===== src/rtl/timer_peripheral.sv =====
// Memory-mapped interval timer, LED register, switch input and system tick for the core's data bus.
// Latency: reads are combinational (0 cycles); stores commit on the next rising edge of clk.
// Backpressure: none; every access completes in the cycle it is presented, so no stall is ever raised.
//
// Ports:
//   clk, reset            single clock, asynchronous active-low reset
//   iAddr/iMemRead/iMemWrite/iWriteData   MEM-stage bus from the core
//   oReadData, oHit       combinational read data and window hit for the outer bus mux
//   oInterrupt            timer IRQ (TCON[1] & TCON[2])
//   oLed                  LED register output
//   iSwitch               asynchronous switch pins, double-flop synchronised
module timer_peripheral #(
    parameter logic [31:0] BASE_ADDR = 32'h4000_0000
) (
    input  logic        clk,
    input  logic        reset,
    input  logic [31:0] iAddr,
    input  logic        iMemRead,
    input  logic        iMemWrite,
    input  logic [31:0] iWriteData,
    output logic [31:0] oReadData,
    output logic        oHit,
    output logic        oInterrupt,
    output logic [7:0]  oLed,
    input  logic [7:0]  iSwitch
);

    // Register word indices within the window (offset[4:2]).
    localparam logic [2:0] REG_TH      = 3'd0;
    localparam logic [2:0] REG_TL      = 3'd1;
    localparam logic [2:0] REG_TCON    = 3'd2;
    localparam logic [2:0] REG_LED     = 3'd3;
    localparam logic [2:0] REG_SWITCH  = 3'd4;
    localparam logic [2:0] REG_SYSTICK = 3'd5;

    localparam logic [31:0] WINDOW_BYTES = 32'h0000_0018;
    localparam logic [31:0] TL_MAX       = 32'hFFFF_FFFF;

    logic [31:0] th;
    logic [31:0] tl;
    logic [2:0]  tcon;
    logic [2:0]  tconNext;
    logic [7:0]  led;
    logic [7:0]  switchMeta;
    logic [7:0]  switchSync;
    logic [31:0] sysTick;

    logic [31:0] offset;
    logic        inWindow;
    logic [2:0]  regSel;
    logic        wrTh;
    logic        wrTl;
    logic        wrTcon;
    logic        wrLed;
    logic        wrSysTick;
    logic        overflow;

    // Subtracting the base first keeps the window test a single unsigned
    // compare; addresses below the base wrap to large offsets and miss.
    assign offset   = iAddr - BASE_ADDR;
    assign inWindow = (offset < WINDOW_BYTES);
    assign regSel   = offset[4:2];
    assign oHit     = (iMemRead | iMemWrite) & inWindow;

    assign wrTh      = iMemWrite & inWindow & (regSel == REG_TH);
    assign wrTl      = iMemWrite & inWindow & (regSel == REG_TL);
    assign wrTcon    = iMemWrite & inWindow & (regSel == REG_TCON);
    assign wrLed     = iMemWrite & inWindow & (regSel == REG_LED);
    assign wrSysTick = iMemWrite & inWindow & (regSel == REG_SYSTICK);

    assign overflow = tcon[0] & (tl == TL_MAX);

    // Reload value. A store landing on an overflow edge does not affect
    // that reload, because TL samples the old TH on the same edge.
    always_ff @(posedge clk or negedge reset) begin
        if (!reset) begin
            th <= '0;
        end else if (wrTh) begin
            th <= iWriteData;
        end
    end

    // Counter: a software store always wins over counting or reload.
    always_ff @(posedge clk or negedge reset) begin
        if (!reset) begin
            tl <= '0;
        end else if (wrTl) begin
            tl <= iWriteData;
        end else if (tcon[0]) begin
            tl <= overflow ? th : (tl + 32'd1);
        end
    end

    // TCON: software writes bits directly, but a hardware status set on an
    // overflow edge overrides a simultaneous software clear so the IRQ is
    // never lost. An overflow swallowed by a TL store raises nothing.
    always_comb begin
        tconNext = tcon;
        if (wrTcon) begin
            tconNext = iWriteData[2:0];
        end
        if (overflow && tcon[1] && !wrTl) begin
            tconNext[2] = 1'b1;
        end
    end

    always_ff @(posedge clk or negedge reset) begin
        if (!reset) begin
            tcon <= '0;
        end else begin
            tcon <= tconNext;
        end
    end

    always_ff @(posedge clk or negedge reset) begin
        if (!reset) begin
            led <= '0;
        end else if (wrLed) begin
            led <= iWriteData[7:0];
        end
    end

    // Two-stage synchroniser for the asynchronous switch pins.
    always_ff @(posedge clk or negedge reset) begin
        if (!reset) begin
            switchMeta <= '0;
            switchSync <= '0;
        end else begin
            switchMeta <= iSwitch;
            switchSync <= switchMeta;
        end
    end

    // Free-running tick; any store to its address restarts it from zero.
    always_ff @(posedge clk or negedge reset) begin
        if (!reset) begin
            sysTick <= '0;
        end else if (wrSysTick) begin
            sysTick <= '0;
        end else begin
            sysTick <= sysTick + 32'd1;
        end
    end

    always_comb begin
        oReadData = '0;
        if (oHit) begin
            case (regSel)
                REG_TH:      oReadData = th;
                REG_TL:      oReadData = tl;
                REG_TCON:    oReadData = {29'd0, tcon};
                REG_LED:     oReadData = {24'd0, led};
                REG_SWITCH:  oReadData = {24'd0, switchSync};
                REG_SYSTICK: oReadData = sysTick;
                default:     oReadData = '0;
            endcase
        end
    end

    assign oInterrupt = tcon[1] & tcon[2];
    assign oLed       = led;

endmodule


===== config.mk =====
export PLATFORM = sky130hd
export DESIGN_NAME = timer_peripheral
export DESIGN_NICKNAME = d
export VERILOG_FILES = /design/src/rtl/timer_peripheral.sv
export SDC_FILE = /design/constraint.sdc
export NUM_CORES = 1
export LEC_CHECK = 0
export ABC_AREA = 1
export BUFFER_PORTS_ARGS = -buffer_cell sky130_fd_sc_hd__buf_4
export CAP_MARGIN = 10
export CORE_AREA = 2 2 177 162
export CTS_CLUSTER_SIZE = 10
export DETAILED_ROUTE_END_ITERATION = 7
export DIE_AREA = 0 0 179 164
export PLACE_DENSITY_LB_ADDON = 0.2
export SYNTH_ARGS = -nofsm -noshare
export SYNTH_HDL_FRONTEND = slang
export SYNTH_SLANG_ARGS = --single-unit

===== constraint.sdc =====
create_clock -name clk -period 2 [get_ports clk]
set_input_delay 0.2 -clock clk [delete_from_list [all_inputs] [get_ports clk]]
set_output_delay 0.2 -clock clk [all_outputs]
set_load 0.02 [all_outputs]

==> out/summary.txt <==
Antenna Diode Count - 0
die height - 164 µm
register area share after synthesis - 0.391
Clock Path Buffers - 2
Power Density - 566 nW/µm²
Final Cycle Share - 0.965
instance count on the critical path - 5
GRT overflow - 0
clk slew on worst S/H paths - 70 ps
Setup WS pre-CTS - 32.4 ps
via density per instance - 4.81
Die Span X - 179 µm
drt initial violations - 814
Yosys top cell by area - dfrtp_1
DRC Markers - 0
Post-Syn Instances - 1198
die area - 29400 µm²
TritonCTS buffer count - 17
outcome - completed
Req. time, crit path - 1800 ps
setup ws final - 70.3 ps
worst min path class - in -> reg
met2 Track Usage GR - 0.296
initial antenna violation count - 0
worst reg-to-reg path cell count - 8
Tot GR Track Use - 0.201
commonest cells after routing, fill and taps aside - nand2_1, buf_4, nand3_1, nor2_1, dfrtp_1
most common cell after layout, fill and taps aside - nand2_1
post-synthesis cell type count - 37
vias in the first global route - 7949
CP Launch Type - flip-flop
critical path's largest stage delay - 380 ps
Worst EP arrival - 1730 ps
leakage - 4.93 nW
worst-skew pair later-pin latency - 440 ps
initial core utilization - 0.286
Yosys Warn Count - 0
Placed Cells - 1697
met1 Use GR - 0.306
Critical Path Sink Type - output port
fin. max-slew vios - 0
worst path bufs/invs - 2
worst vdd rail ir drop - 0.502 mV
busiest grt layer - met1
met3 usage - 0.0345
Worst-Margin Slew - 585 ps
delay-heaviest family, CP - compound AO/OA/AOI/OAI gates
Mapped Area - 7870 µm²
Routed WL - 28400 µm
Pwr Total - 5.94 mW
share of layout cells above drive strength 1 - 0.174
final setup fails - 0
std cell rows - 58
setup TNS - 0 ps
relative slew slack - 0.610
Ports - 118
Crit Path Max Fanout - 4
post-layout util - 0.382
vias after detailed routing - 8453
CP Class - reg -> out
Synth area leaders - dfrtp_1, nand2_1, nand3_1, nor2_1, inv_1
GPL Wtd Cong - 0.865
TritonRoute pass-1 iters - 5
Area Overhead vs Synth - 33.5%
largest net degree at the start of global routing - 46
min Tclk post-route - 1930 ps
htree depth - 4
unrepaired setup endpoints after global routing - no
clk sink count - 123
first-pass GRT wire length - 45000 µm
post-DR wirelength/cell - 16.1 µm
Slowest-stage cell, CP - dfrtp_1
# nets final - 1464
Root Buffer - clkbuf_16
core area - 27500 µm²
worst hold stages - 3
clock skew - 9.98 ps
non-filler instance count after layout - 1759
IO Port Bufs - 115
final hold violations - 0
Avg Inst Size Synth - 6.57 µm²
worst-path cell chain - inv_1, o21ai_0, a221oi_1, a21oi_1, buf_4
DP HPWL - 21500 µm
syn nets - 1276
fmax - 518 MHz
Seq cells post-synth - 123
Max Cap Viol - 0
CTS tree - done
Final ANT Viol Nets - 0
Yosys top cell area share - 0.391
[worst paths after layout]
| check | from | endpoint | slack, ps |
|---|---|---|---|
| setup / recovery | sysTick[6] | oReadData[6] | 70 |
| min in group asynchronous | reset | oLed[6] | 290 |
| setup reg to reg | tl[0] | tcon[2] | 130 |
| hold reg to reg | switchMeta[5] | switchSync[5] | 350 |
| max in group asynchronous | reset | tcon[0] | 1050 |
| hold / removal | iWriteData[26] | th[26] | 10 |
[cell families (layout without fill, tap and decap cells)]
group,count (synthesis),count (layout),synth area share
adders and majority gates,2,2,0.00318
and+or+nand+nor,815,815,0.443
AOI/OAI and AO/OA,81,81,0.0609
DFF,123,123,0.391
buffers and inverters,157,358,0.0798
xor gates and xnor gates,20,20,0.0223
[metrics by stage]
step | area [µm²] | hold slack (ps)
3_3_place_gp | 9610 | 240
5_1_grt | 10500 | 11.9
4_1_cts | 10500 | 4.89
2_1_floorplan | 7870 | -95.6
6_report | 10500 | 14.8
3_5_place_dp | 9610 | 238
[worst register-to-register path, stage by stage (launching register included)]
cell and delay, ps:
dfrtp_2 410, ha_1 210, nand2_2 80, nor2_4 200, nand3_1 200, nor2_4 150
nand3_1 190, nand3b_1 250, nand3_1 120
[cells in the mapped netlist]
cell,number
nand2_1,468
nand3_1,137
nor2_1,129
dfrtp_1,123
inv_1,112
o21ai_0,32
nand4_1,25
a31oi_1,24
clkbuf_1,24
nor3_1,21
nand3b_1,16
buf_2,12
xor2_1,12
a21oi_1,10
xnor2_1,8
nor2_4,6
a221oi_1,5
nand2_2,4
clkinv_1,3
o211ai_1,3
o21bai_1,3
a22oi_1,2
buf_4,2
buf_6,2
ha_1,2
nor3_2,2
a32o_1,1
and2_1,1
and3_1,1
buf_1,1
clkinv_2,1
nand3_2,1
nand3_4,1
nor2_2,1
nor3b_1,1
o21ai_1,1
or2_2,1
[layer usage]
metal / part of all wire / routed length, µm
met1: 0.50 / 14300
met2: 0.42 / 12000
met3: 0.064 / 1820
met4: 0.0097 / 274
met5: 0 / 0
[where the power goes]
group / leakage, nW / switching [mW] / internal [mW]
logic: 3.05 / 0.197 / 0.176
registers: 1.61 / 0.00396 / 2.50
clock network: 0.273 / 1.41 / 1.65
[area by class of cell]
type                       instances  area, µm²
multi-input combinational        918       4190
clock buffer                      17        425
clock inverter                    15        143
timing repair buffer             210       1770
sequential                       123       3080
tap                              360        450
inverter                         116        437
fill                            2956      17000
[registers in the layout, indices dropped and copies added, names as in the netlist]
name,count
sysTick,32
th,32
tl,32
oLed,8
switchMeta,8
switchSync,8
tcon,3
[timing repair]
action,in CTS,in global routing
pin swaps,0,1
setup buffers,0,3
setup endpoints to repair,1,48
gates resized for setup,1,11
hold endpoints to repair,68,0
hold buffers,27,0
Power figures use the tool's default switching activity.
